<file path="config.mk">
export PLATFORM = sky130hd
export DESIGN_NAME = pc16
export DESIGN_NICKNAME = d
export VERILOG_FILES = /design/src/rtl/pc16_pkg.sv /design/src/rtl/pc16_gates.sv /design/src/rtl/pc16_ret_stack.sv /design/src/rtl/pc16.sv
export SDC_FILE = /design/constraint.sdc
export NUM_CORES = 1
export LEC_CHECK = 0
export CAP_MARGIN = 20
export CORE_ASPECT_RATIO = 0.9
export CORE_UTILIZATION = 58
export DETAILED_ROUTE_END_ITERATION = 10
export PLACE_DENSITY = 0.79
export SYNTH_ARGS = -nofsm -noshare
export SYNTH_HDL_FRONTEND = slang
export SYNTH_SLANG_ARGS = --single-unit
export TNS_END_PERCENT = 20
</file>
<file path="constraint.sdc">
create_clock -name in_clk -period 4.55 [get_ports in_clk]
set_clock_uncertainty 0.15 [all_clocks]
set_input_delay 0.91 -clock in_clk [delete_from_list [all_inputs] [get_ports in_clk]]
set_output_delay 0.91 -clock in_clk [all_outputs]
set_load 0.05 [all_outputs]
</file>
<file path="src/rtl/pc16_pkg.sv">
// Shared definitions for the pc16 program counter:
// address word type, reset vector and command encoding.
package pc16_pkg;

  typedef logic [0:15] word_t;

  localparam word_t PC_RESET = 16'h0000;

  localparam logic [2:0] CMD_HOLD = 3'd0;
  localparam logic [2:0] CMD_INC  = 3'd1;
  localparam logic [2:0] CMD_LOAD = 3'd2;
  localparam logic [2:0] CMD_CALL = 3'd3;
  localparam logic [2:0] CMD_RET  = 3'd4;

endpackage

</file>
<file path="src/rtl/pc16_gates.sv">
// 16-bit datapath primitives used by the
// next-PC selection logic.
module _mux16
  import pc16_pkg::*;
(
  input  word_t a,
  input  word_t b,
  input  logic  sel,
  output word_t y
);
  assign y = sel ? b : a;
endmodule

module _inc16
  import pc16_pkg::*;
(
  input  word_t a,
  output word_t y
);
  assign y = a + 16'd1;
endmodule

</file>
<file path="src/rtl/pc16_ret_stack.sv">
// Return-address stack: synchronous push,
// combinational read of the top entry.
module ret_stack
  import pc16_pkg::*;
#(
  parameter int DEPTH = 8,
  parameter int SPW   = $clog2(DEPTH + 1)
) (
  input  logic           clk,
  input  logic           rst_n,
  input  logic           push,
  input  logic           pop,
  input  word_t          din,
  output word_t          top,
  output logic [SPW-1:0] sp,
  output logic           full,
  output logic           empty
);

  localparam int IW = $clog2(DEPTH);

  word_t         mem [DEPTH];
  logic [IW-1:0] idx_w;
  logic [IW-1:0] idx_r;

  assign idx_w = sp[IW-1:0];
  assign idx_r = idx_w - IW'(1);
  assign top   = mem[idx_r];
  assign full  = (sp == SPW'(DEPTH));
  assign empty = (sp == '0);

  // Caller guarantees push is never raised when full.
  always_ff @(posedge clk) begin
    if (!rst_n) begin
      sp <= '0;
    end else if (push) begin
      mem[idx_w] <= din;
      sp         <= sp + SPW'(1);
    end else if (pop) begin
      sp <= sp - SPW'(1);
    end
  end

endmodule

</file>
<file path="src/rtl/pc16.sv">
// 16-bit program counter with hardware
// return-address stack and sticky misuse flag.
module pc16
  import pc16_pkg::*;
#(
  parameter int DEPTH = 8,
  parameter int SPW   = $clog2(DEPTH + 1)
) (
  input  logic           in_clk,
  input  logic           in_rst_n,
  input  word_t          in_d,
  input  logic           in_load,
  input  logic           in_inc,
  input  logic           in_call,
  input  logic           in_ret,
  output word_t          out_pc,
  output logic [SPW-1:0] out_sp,
  output logic           out_empty,
  output logic           out_full,
  output logic           out_err
);

  logic [2:0] cmd;
  logic       push;
  logic       pop;
  word_t      pc_inc;
  word_t      top;
  word_t      m_inc;
  word_t      m_load;
  word_t      m_call;
  word_t      pc_nxt;

  always_comb begin
    cmd = CMD_HOLD;
    if (in_ret)       cmd = CMD_RET;
    else if (in_call) cmd = CMD_CALL;
    else if (in_load) cmd = CMD_LOAD;
    else if (in_inc)  cmd = CMD_INC;
  end

  assign push = (cmd == CMD_CALL) && !out_full;
  assign pop  = (cmd == CMD_RET) && !out_empty;

  _inc16 u_inc (.a(out_pc), .y(pc_inc));

  // Priority chain: later stages override earlier ones.
  _mux16 u_m_inc (
    .a(out_pc), .b(pc_inc),
    .sel(cmd == CMD_INC), .y(m_inc)
  );
  _mux16 u_m_load (
    .a(m_inc), .b(in_d),
    .sel(cmd == CMD_LOAD), .y(m_load)
  );
  _mux16 u_m_call (
    .a(m_load), .b(in_d),
    .sel(push), .y(m_call)
  );
  _mux16 u_m_ret (
    .a(m_call), .b(top),
    .sel(pop), .y(pc_nxt)
  );

  ret_stack #(
    .DEPTH(DEPTH),
    .SPW  (SPW)
  ) u_stk (
    .clk  (in_clk),
    .rst_n(in_rst_n),
    .push (push),
    .pop  (pop),
    .din  (pc_inc),
    .top  (top),
    .sp   (out_sp),
    .full (out_full),
    .empty(out_empty)
  );

  always_ff @(posedge in_clk) begin
    if (!in_rst_n) begin
      out_pc  <= PC_RESET;
      out_err <= 1'b0;
    end else begin
      out_pc  <= pc_nxt;
      out_err <= out_err
               | ((cmd == CMD_CALL) && out_full)
               | ((cmd == CMD_RET) && out_empty);
    end
  end

endmodule

</file>
==> results.txt, run 1 <==
Die Ht: 101.5 µm
Hold Buf Count CTS: 0
Vias per inst: 6.510
Mapped Area: 6377 µm²
Clk_lat worst skew: 0.42 ns
Design area: 7527 µm²
Total track usage: 27.40%
GR Overflow Total: 0
Share of cells above drive strength 1: 22.20%
DRT Wirelength: 14250 µm
P_int: 3.503 mW
Syn avg cell area: 16.44 µm²
Full die area: 11420 µm²
DRC viols: 0
Cell Pwr Density: 738.2 nW/µm²
Post-synth EDFFs: 128
Non-Filler Instances: 584
CP max-delay cell: clkdlybuf4s50_1
P_leak: 2.493 nW
Critical path launch point type: flip-flop
Vias: 3802
Longest Clk Path Bufs: 2
CP Capture Type: output port
Clock slew at reported path FFs: 0.06 ns
Crit path cell chain: inv_1 > ha_1 > nand2b_1 > nor2_1 > clkdlybuf4s50_1
P_sw: 2.054 mW
Peak per-stage delay on the critical path: 0.81 ns
Inserted Clock Buffers: 17
Clock Sink Count: 149
Setup TNS: 0 ns
Crit-path leading delay family: buffers and inverters
Hold WC Path Type: reg -> reg
Comb power frac: 41.7%
Data arrival, critical path: 2.64 ns
Dpl cell area: 6979 µm²
Hold Vio Cnt, Final: 0
Clock power share: 23.3%
Flop pwr share: 35.1%
Root buf cell: clkbuf_16
# resized after CTS: 0
Outcome: completed
Critical path class: reg -> out
Dpl cells: 552
Max cap viols: 0
Core Region: 10470 µm²
Largest net degree at the start of global routing: 21
Diode count: 0
Synth Warn #: 0
Crit-path max FO: 11
Sequential-to-total area share from yosys stat: 66.86%
Initial core utilization: 60.93%
Placer Congestion: 0.7984
Nets: 469
Syn-to-layout area delta: 18.03%
Routed Antenna Nets: 0
Post-synth ARST share: 0%
FP Rows: 35
Post-Syn Nets: 415
Port Buf Inserts: 44
HPWL Detailed: 8877 µm
Tcrit/Tclk final: 81.30%
Switch share: 36.96%
First-pass iteration count of the detailed router: 6
Antenna violations before repair: 0
Worst slew pin tran: 0.9385 ns
Max Slew Vio Count: 0
Library cells used by synthesis: 49
# fillers: 655
Slew Limit Headroom: 37.17%
Worst Path Required: 3.49 ns
Buf+Inv Stages, Crit Path: 2
RSZ-0062 raised after global routing: false
First-pass GRT wire length: 21780 µm
Syn Inst Count: 388
H-tree depth: 4
Crit path time final: 3.699 ns
Ports: 45
Post-CTS setup buffer count: 0
Worst vdd ir: 0.4713 mV
Predominant post-synthesis flop cell: edfxtp_1
Setup Viol. Count Final: 0
DR WL/cell: 24.40 µm
Yosys reg bits: 149
Fmax: 270.3 MHz
Initial DRC count: 296
Final Power: 5.556 mW
CTS tree: built
DIE WIDTH: 112.5 µm
Vias in the first global route: 3821
cell type report:
class	count	area, µm²	share of cell area (%)
inverters	6	22.52	0.2992
repair buffers	59	553.0	7.347
clock buffers	17	425.4	5.652
multi-input cells	209	1978	26.28
flip-flops and latches	149	4264	56.65
well taps	129	161.4	2.144
clock inverters	15	122.6	1.629
worst reg2reg max path, delay by kind of cell, from the launching register on:
| family | cells | cell delay, ns |
|---|---|---|
| XOR/XNOR | 1 | 0.17 |
| AO/OA/AOI/OAI | 2 | 0.34 |
| flip-flops | 1 | 0.35 |
| adder cells (fa/ha/maj) | 2 | 0.71 |
| multiplexers | 1 | 0.24 |
| buffers and inverters | 2 | 0.42 |
| AND/OR/NAND/NOR | 3 | 0.68 |
sequential cells by signal, indices dropped and copies added (netlist names):
register   flops
u_stk.sp       4
out_err        1
u_stk.mem    128
out_pc        16
synthesized netlist by cell type, drive strengths merged (2+ instances only):
cell type	number	area, µm²
and4	3	26.28
clkbuf	6	22.52
a222oi	4	40.04
inv	6	22.52
ha	4	50.05
nand2b	3	18.77
xor2	5	43.79
xnor2	15	150.2
nor2	15	58.81
mux4	32	728.2
a21oi	17	85.08
nand3	10	50.05
nor3	6	35.03
o21a	4	30.03
and3	2	12.51
nand4	7	43.79
o21ai	19	98.85
buf	18	100.1
edfxtp	128	3844
o21bai	2	15.01
a211oi	3	22.52
dfxtp	21	420.4
a31oi	4	25.02
mux2i	2	20.02
mux2	15	168.9
o221ai	2	17.52
nand2	19	71.32
final timing paths:
check                           startpoint                        to  slack, ns  cells past startpoint
hold reg to reg         out_err$_SDFF_PN0_        out_err$_SDFF_PN0_       0.33                      2
setup reg to reg  u_stk.sp[0]$_SDFFE_PN0P_  u_stk.sp[3]$_SDFFE_PN0P_       1.36                     11
hold / removal          out_err$_SDFF_PN0_        out_err$_SDFF_PN0_       0.33                      2
setup / recovery  u_stk.sp[0]$_SDFFE_PN0P_                 out_empty       0.85                      5
layer usage:
metal	part of all wire, %	vias to the layer above	track usage [%]
li1	-	1662	-
met1	39	1902	35.23
met2	50	198	45.10
met3	8.3	40	6.403
met4	2.5	0	12.92
met5	0	-	0
stage by stage:
step           util (%)  hold WS, ns  setup slack (ns)
2_1_floorplan         -       0.5467            0.1799
5_1_grt           71.92       0.3679            0.7490
3_3_place_gp      66.68       0.3066             1.161
3_5_place_dp      66.68       0.3182             1.063
4_1_cts           71.92       0.3333            0.8420
6_report          71.92       0.3318            0.8509
cell families after synthesis:
group           Yosys count  share of synthesized area [%]
fa+ha+maj                 5                          1.099
compound gates           60                          5.906
buf+inv                  30                          2.276
mux                      49                          14.38
xor+xnor                 20                          3.041
flops                   149                          66.86
simple gates             75                          6.436
placed cells by master (no fill, tap or decap), types with 4 or more instances in the layout:
cell type	instances
inv_6	6
nor2_1	14
a21oi_1	17
edfxtp_1	128
nand3_1	10
mux4_2	30
a222oi_1	4
buf_4	15
a31oi_1	4
clkdlybuf4s50_1	44
xor2_1	5
clkbuf_16	17
ha_1	4
o21a_1	4
inv_1	6
mux2_2	15
nand4_1	7
xnor2_1	14
o21ai_0	18
nand2_1	19
dfxtp_1	21
power by group through the flow:
stage	clock [mW]	sequential, mW	combinational, mW
4_1_cts	1.31	1.94	2.33
3_3_place_gp	0	1.96	2.26
6_report	1.29	1.95	2.32
3_5_place_dp	0	1.97	2.31
2_1_floorplan	0	2.16	1.51
5_1_grt	1.36	1.97	2.47
(Power assumes the default switching activity.)
==> inputs of run 2 (changes only) <==
--- a/config.mk
+++ b/config.mk
@@ -7,9 +7,9 @@
 export LEC_CHECK = 0
 export CAP_MARGIN = 20
 export CORE_ASPECT_RATIO = 0.9
-export CORE_UTILIZATION = 58
+export CORE_UTILIZATION = 53
 export DETAILED_ROUTE_END_ITERATION = 10
-export PLACE_DENSITY = 0.79
+export PLACE_DENSITY = 0.76
 export SYNTH_ARGS = -nofsm -noshare
 export SYNTH_HDL_FRONTEND = slang
 export SYNTH_SLANG_ARGS = --single-unit
==> constraint.sdc (replaced) <==
create_clock -name in_clk -period 3.3 [get_ports in_clk]
set_clock_uncertainty 0.15 [all_clocks]
set_input_delay 0.66 -clock in_clk [delete_from_list [all_inputs] [get_ports in_clk]]
set_output_delay 0.66 -clock in_clk [all_outputs]
set_load 0.05 [all_outputs]
==> results.txt, run 2 (synthesis results as in run 1) <==
Placer Congestion: 0.8240
Slew Limit Headroom: 46.93%
Setup ws final: 0.4150 ns
Root buf cell: clkbuf_16
DR WL/cell: 22.49 µm
Setup TNS: 0 ns
Worst R2R Start: u_stk.sp[1]$_SDFFE_PN0P_
Max cap viols: 0
Hold Buf Count CTS: 0
DRT Wirelength: 13950 µm
Longest Clk Path Bufs: 2
Clk_lat worst skew: 0.42 ns
# fillers: 804
H-tree depth: 4
Critical R2R Capture: u_stk.sp[3]$_SDFFE_PN0P_
Setup Viol. Count Final: 0
Hold Vio Cnt, Final: 0
RSZ-0062 raised after global routing: false
P_leak: 2.527 nW
First-pass GRT wire length: 21510 µm
Crit path cell chain: inv_1 > ha_2 > and3b_2 > nor3b_4 > inv_2 > ha_1 > a21o_1 > a21oi_1 > mux2i_1 > xor2_1 > nor2_1
Critical path launch point type: flip-flop
Initial DRC count: 401
Vias in the first global route: 3728
Clock slew at reported path FFs: 0.06 ns
Clock Sink Count: 149
Crit path time final: 2.885 ns
Hold Path Sink: out_err$_SDFF_PN0_
Commonest cells after routing, fill and taps aside: 128 x edfxtp_1, 42 x clkdlybuf4s50_1, 30 x mux4_2, 26 x buf_4, 20 x dfxtp_1
Top Registers: u_stk.mem x128, out_pc x16, u_stk.sp x4
Fmax: 346.6 MHz
Antenna violations before repair: 0
Data arrival, critical path: 3.03 ns
Routed Antenna Nets: 0
Total track usage: 24.17%
Nets: 478
Hold Crit Start: out_err$_SDFF_PN0_
Port Buf Inserts: 44
Vias per inst: 6.089
Max Slew Vio Count: 0
Instance count on the critical path: 11
Worst slew pin tran: 0.7959 ns
DP Worst Slack: 0.3373 ns
Dpl cell area: 7117 µm²
Core Region: 11570 µm²
Post-CTS setup buffer count: 0
Share of cells above drive strength 1: 24.57%
Critical path class: reg -> reg
Design area: 7666 µm²
Crit-path max FO: 9
Ports: 45
Initial core utilization: 55.10%
R2r setup slk: 0.42 ns
Crit-path leading delay family: flip-flops
CTS tree: built
FP Rows: 37
Diode count: 0
Worst Path Required: 3.45 ns
Worst hold path cell count: 2
Buf+Inv Stages, Crit Path: 2
GR Overflow Total: 0
Peak per-stage delay on the critical path: 0.62 ns
Largest reg by FF count: u_stk.mem
Syn-to-layout area delta: 20.21%
Cell Pwr Density: 1011 nW/µm²
DRC viols: 0
CP Capture Type: flip-flop
Commonest non-fill, non-tap cell in the layout: edfxtp_1
Die Ht: 106.1 µm
Full die area: 12480 µm²
Max reg flops: 128
First-pass iteration count of the detailed router: 5
Outcome: completed
Hold WC Path Type: reg -> reg
HPWL Detailed: 9093 µm
Worst-case reg-to-reg path depth: 11
Vias: 3775
Worst vdd ir: 0.6611 mV
Inserted Clock Buffers: 17
Tcrit/Tclk final: 87.42%
DIE WIDTH: 117.6 µm
CP max-delay cell: dfxtp_1
# resized after CTS: 0
Largest net degree at the start of global routing: 21
## run 2: final cells by class
type	count	area (µm²)	area share (%)
Timing Repair Buffer	68	615.6	8.030
Tap cell	156	195.2	2.546
Clock buffer	20	436.7	5.696
Sequential cell	149	4268	55.67
Clock inverter	12	112.6	1.469
Inverter	6	22.52	0.2938
Multi-Input combinational cell	209	2016	26.29
## run 2: worst max-delay path by stage
stage / startpoint / endpoint / slack, ns
5_1_grt: u_stk.sp[1]$_SDFFE_PN0P_ / u_stk.sp[3]$_SDFFE_PN0P_ / 0.16
3_5_place_dp: in_call / u_stk.sp[3]$_SDFFE_PN0P_ / 0.34
3_3_place_gp: in_call / u_stk.sp[3]$_SDFFE_PN0P_ / 0.40
4_1_cts: u_stk.sp[1]$_SDFFE_PN0P_ / u_stk.sp[3]$_SDFFE_PN0P_ / 0.42
6_report: u_stk.sp[1]$_SDFFE_PN0P_ / u_stk.sp[3]$_SDFFE_PN0P_ / 0.42
2_1_floorplan: u_stk.sp[0]$_SDFFE_PN0P_ / u_stk.sp[3]$_SDFFE_PN0P_ / 0.02
## run 2: power by group
group / switching [mW] / leakage (nW) / internal, mW
sequential: 0.226 / 1.34 / 2.44
clock: 0.699 / 0.261 / 1.10
combinational: 1.83 / 0.921 / 1.46
total: 2.76 / 2.53 / 5.00
## run 2: through the flow
stage	power (mW)	hold slack, ns	cells	util [%]
floorplan	5.114	0.5467	388	-
global placement	5.931	0.3034	588	61.49
detailed placement	5.997	0.3264	588	61.49
CTS	7.808	0.3391	620	66.24
global route	8.104	0.3808	620	66.24
finish	7.753	0.3274	620	66.24
## run 2: metal layers
| layer | track usage [%] | vias to the layer above | part of all wire, % |
|---|---|---|---|
| li1 | - | 1672 | - |
| met1 | 31.48 | 1903 | 41 |
| met2 | 39.29 | 176 | 50 |
| met3 | 5.204 | 24 | 7.4 |
| met4 | 10.90 | 0 | 1.9 |
| met5 | 0 | - | 0 |
## run 2: worst min-delay path: stages (launching register included)
cell,delay [ns]
dfxtp_1,0.33
nor2_1,0.05
nor2_1,0.07
==> inputs of run 3 (changes only) <==
--- a/config.mk
+++ b/config.mk
@@ -7,10 +7,11 @@
 export LEC_CHECK = 0
 export CAP_MARGIN = 20
 export CORE_ASPECT_RATIO = 0.9
-export CORE_UTILIZATION = 53
+export CORE_UTILIZATION = 54
 export DETAILED_ROUTE_END_ITERATION = 10
-export PLACE_DENSITY = 0.76
+export PLACE_DENSITY = 0.77
 export SYNTH_ARGS = -nofsm -noshare
 export SYNTH_HDL_FRONTEND = slang
+export SYNTH_HIERARCHICAL = 1
 export SYNTH_SLANG_ARGS = --single-unit
 export TNS_END_PERCENT = 20
==> results.txt, run 3 <==
Worst Path Required: 2.49 ns
CP Capture Type: output port
DRT Wirelength: 14710 µm
Port Buf Inserts: 44
Post-synth top cells: 128 x edfxtp_1, 50 x mux2_4, 30 x mux2_2
Syn-to-layout area delta: 20.43%
Fmax: 322.6 MHz
Clock Sink Count: 149
Placer Congestion: 0.8122
Worst slew pin tran: 0.7007 ns
Mapped Area: 7106 µm²
DR WL/cell: 22.56 µm
GR Overflow Total: 0
First-pass iteration count of the detailed router: 4
Synth top area cells: edfxtp_1 54%, mux2_4 11%, mux4_2 6.0%, dfxtp_1 5.9%, mux4_1 4.8%
Longest Clk Path Bufs: 2
Post-synthesis mux area share: 26.15%
Hold Vio Cnt, Final: 0
Core Region: 12780 µm²
Tcrit/Tclk final: 93.93%
Crit path cell chain: inv_1 > ha_1 > nor3b_2 > clkdlybuf4s50_1
Root buf cell: clkbuf_16
Routed Antenna Nets: 0
Library cells used by synthesis: 42
Largest reg by FF count: u_stk/mem
Simple-Gate Fraction of Synth Area: 6.040%
Post-synth ARST share: 0%
Vias per inst: 5.814
Syn avg cell area: 18.17 µm²
Post-CTS setup buffer count: 0
Full die area: 13620 µm²
Post-synth EDFFs: 128
Syn Inst Count: 391
Crit-path max FO: 14
Diode count: 0
Cell Pwr Density: 976.3 nW/µm²
Main combinational cell family by area after synthesis: multiplexers
Top Registers: u_stk/mem x128, out_pc x16, u_stk/sp x4
Inserted Clock Buffers: 17
Setup Viol. Count Final: 0
Max cap viols: 0
First-pass GRT wire length: 22660 µm
Clock slew at reported path FFs: 0.06 ns
RSZ-0062 raised after global routing: false
Yosys reg bits: 149
Max Slew Vio Count: 0
Commonest cells after routing, fill and taps aside: 128 x edfxtp_1, 50 x mux2_4, 44 x clkdlybuf4s50_1, 38 x buf_4, 30 x mux2_2
Slew Limit Headroom: 53.13%
Hold WC Path Type: reg -> reg
Sequential-to-total area share from yosys stat: 60.01%
Commonest non-fill, non-tap cell in the layout: edfxtp_1
Critical path launch point type: flip-flop
Peak per-stage delay on the critical path: 0.87 ns
Synth Warn #: 6
Max reg flops: 128
Hold Buf Count CTS: 0
Synth Area in XOR/XNOR: 2.201%
CTS tree: built
Data arrival, critical path: 2.29 ns
Ports: 45
Clk_lat worst skew: 0.42 ns
Critical path class: reg -> out
H-tree depth: 4
Setup TNS: 0 ns
Vias in the first global route: 3909
Nets: 503
FP Rows: 39
Initial core utilization: 55.58%
Predominant post-synthesis flop cell: edfxtp_1
Antenna violations before repair: 0
Synth top area share: 54.09%
P_leak: 3.068 nW
HPWL Detailed: 9836 µm
# resized after CTS: 0
Initial DRC count: 271
Share of cells above drive strength 1: 40.98%
WHS: 0.3762 ns
Post-Synth Adder-Cell Area: 1.162%
Crit-path leading delay family: buffers and inverters
Synth area leader: edfxtp_1
DIE WIDTH: 122.9 µm
DRC viols: 0
Largest net degree at the start of global routing: 24
Die Ht: 110.8 µm
Outcome: completed
Most common cell in the netlist: edfxtp_1
Worst vdd ir: 0.6423 mV
Total track usage: 23.50%
Vias: 3791
Crit path time final: 3.100 ns
Synth Area in Compound Gates: 1.180%
Post-Syn Nets: 419
CP max-delay cell: clkdlybuf4s50_1
Buf+Inv Stages, Crit Path: 2
==> run 3: path summary, 6_finish.rpt <==
check                                start                  endpoint  slack [ns]  cells after the start
setup / recovery  u_stk/sp[0]$_SDFFE_PN0P_                 out_empty        0.20                      4
hold / removal          out_err$_SDFF_PN0_        out_err$_SDFF_PN0_        0.38                      2
setup reg to reg  u_stk/sp[0]$_SDFFE_PN0P_  u_stk/sp[3]$_SDFFE_PN0P_        0.31                      9
hold reg to reg         out_err$_SDFF_PN0_        out_err$_SDFF_PN0_        0.38                      2
==> run 3: area by class of cell <==
cell class	instances	area, µm²
repair buffers	84	765.7
fillers	872	4228
well taps	164	205.2
inverters	7	26.28
flip-flops and latches	149	4269
multi-input cells	216	2680
clock inverters	12	153.9
clock buffers	20	456.7
==> run 3: worst reg2reg max path, cell delays in order (launching register included) <==
cell	delay, ns
dfxtp_4	0.51
inv_1	0.14
ha_1	0.23
and3b_1	0.22
nor3b_4	0.32
inv_1	0.17
ha_1	0.34
a21o_1	0.19
a2111oi_0	0.50
a311o_1	0.18
==> run 3: cells by family (layout without fill, tap and decap cells) <==
family                     after synthesis  in the layout
xor gates and xnor gates                17             17
adders and majority gates                6              6
and+or+nand+nor                         69             69
DFF                                    149            149
buffers and inverters                   26            123
AOI/OAI and AO/OA                       12             12
muxes                                  112            112
==> run 3: report_power, final <==
part,leakage (nW),switching [mW],internal (mW)
registers,1.35,0.272,2.47
clock network,0.294,0.762,1.23
logic,1.43,1.77,1.85
total,3.07,2.81,5.55
==> run 3: metrics by stage <==
| step | worst slack [ns] | utilization [%] | total power [mW] | area, µm² | cells |
|---|---|---|---|---|---|
| after floorplan | 0.06594 | - | 5.468 | 7161 | 391 |
| after global routing | 0.1237 | 66.93 | 8.702 | 8557 | 652 |
| final | 0.2004 | 66.93 | 8.354 | 8557 | 652 |
| after CTS | 0.1690 | 66.93 | 8.410 | 8557 | 652 |
| after global placement | 0.08232 | 62.16 | 6.282 | 7946 | 620 |
| after detailed placement | 0.03045 | 62.16 | 6.407 | 7946 | 620 |
==> run 3: per-layer routing <==
| layer | global-route usage (%) | part of all wire [%] | vias up | routed length, µm |
|---|---|---|---|---|
| met5 | 0 | 0 | - | 0 |
| met4 | 7.317 | 1.1 | 0 | 166 |
| met3 | 4.681 | 4.5 | 14 | 659 |
| met2 | 39.25 | 51 | 96 | 7474 |
| met1 | 30.76 | 44 | 1961 | 6405 |
| li1 | - | - | 1720 | - |
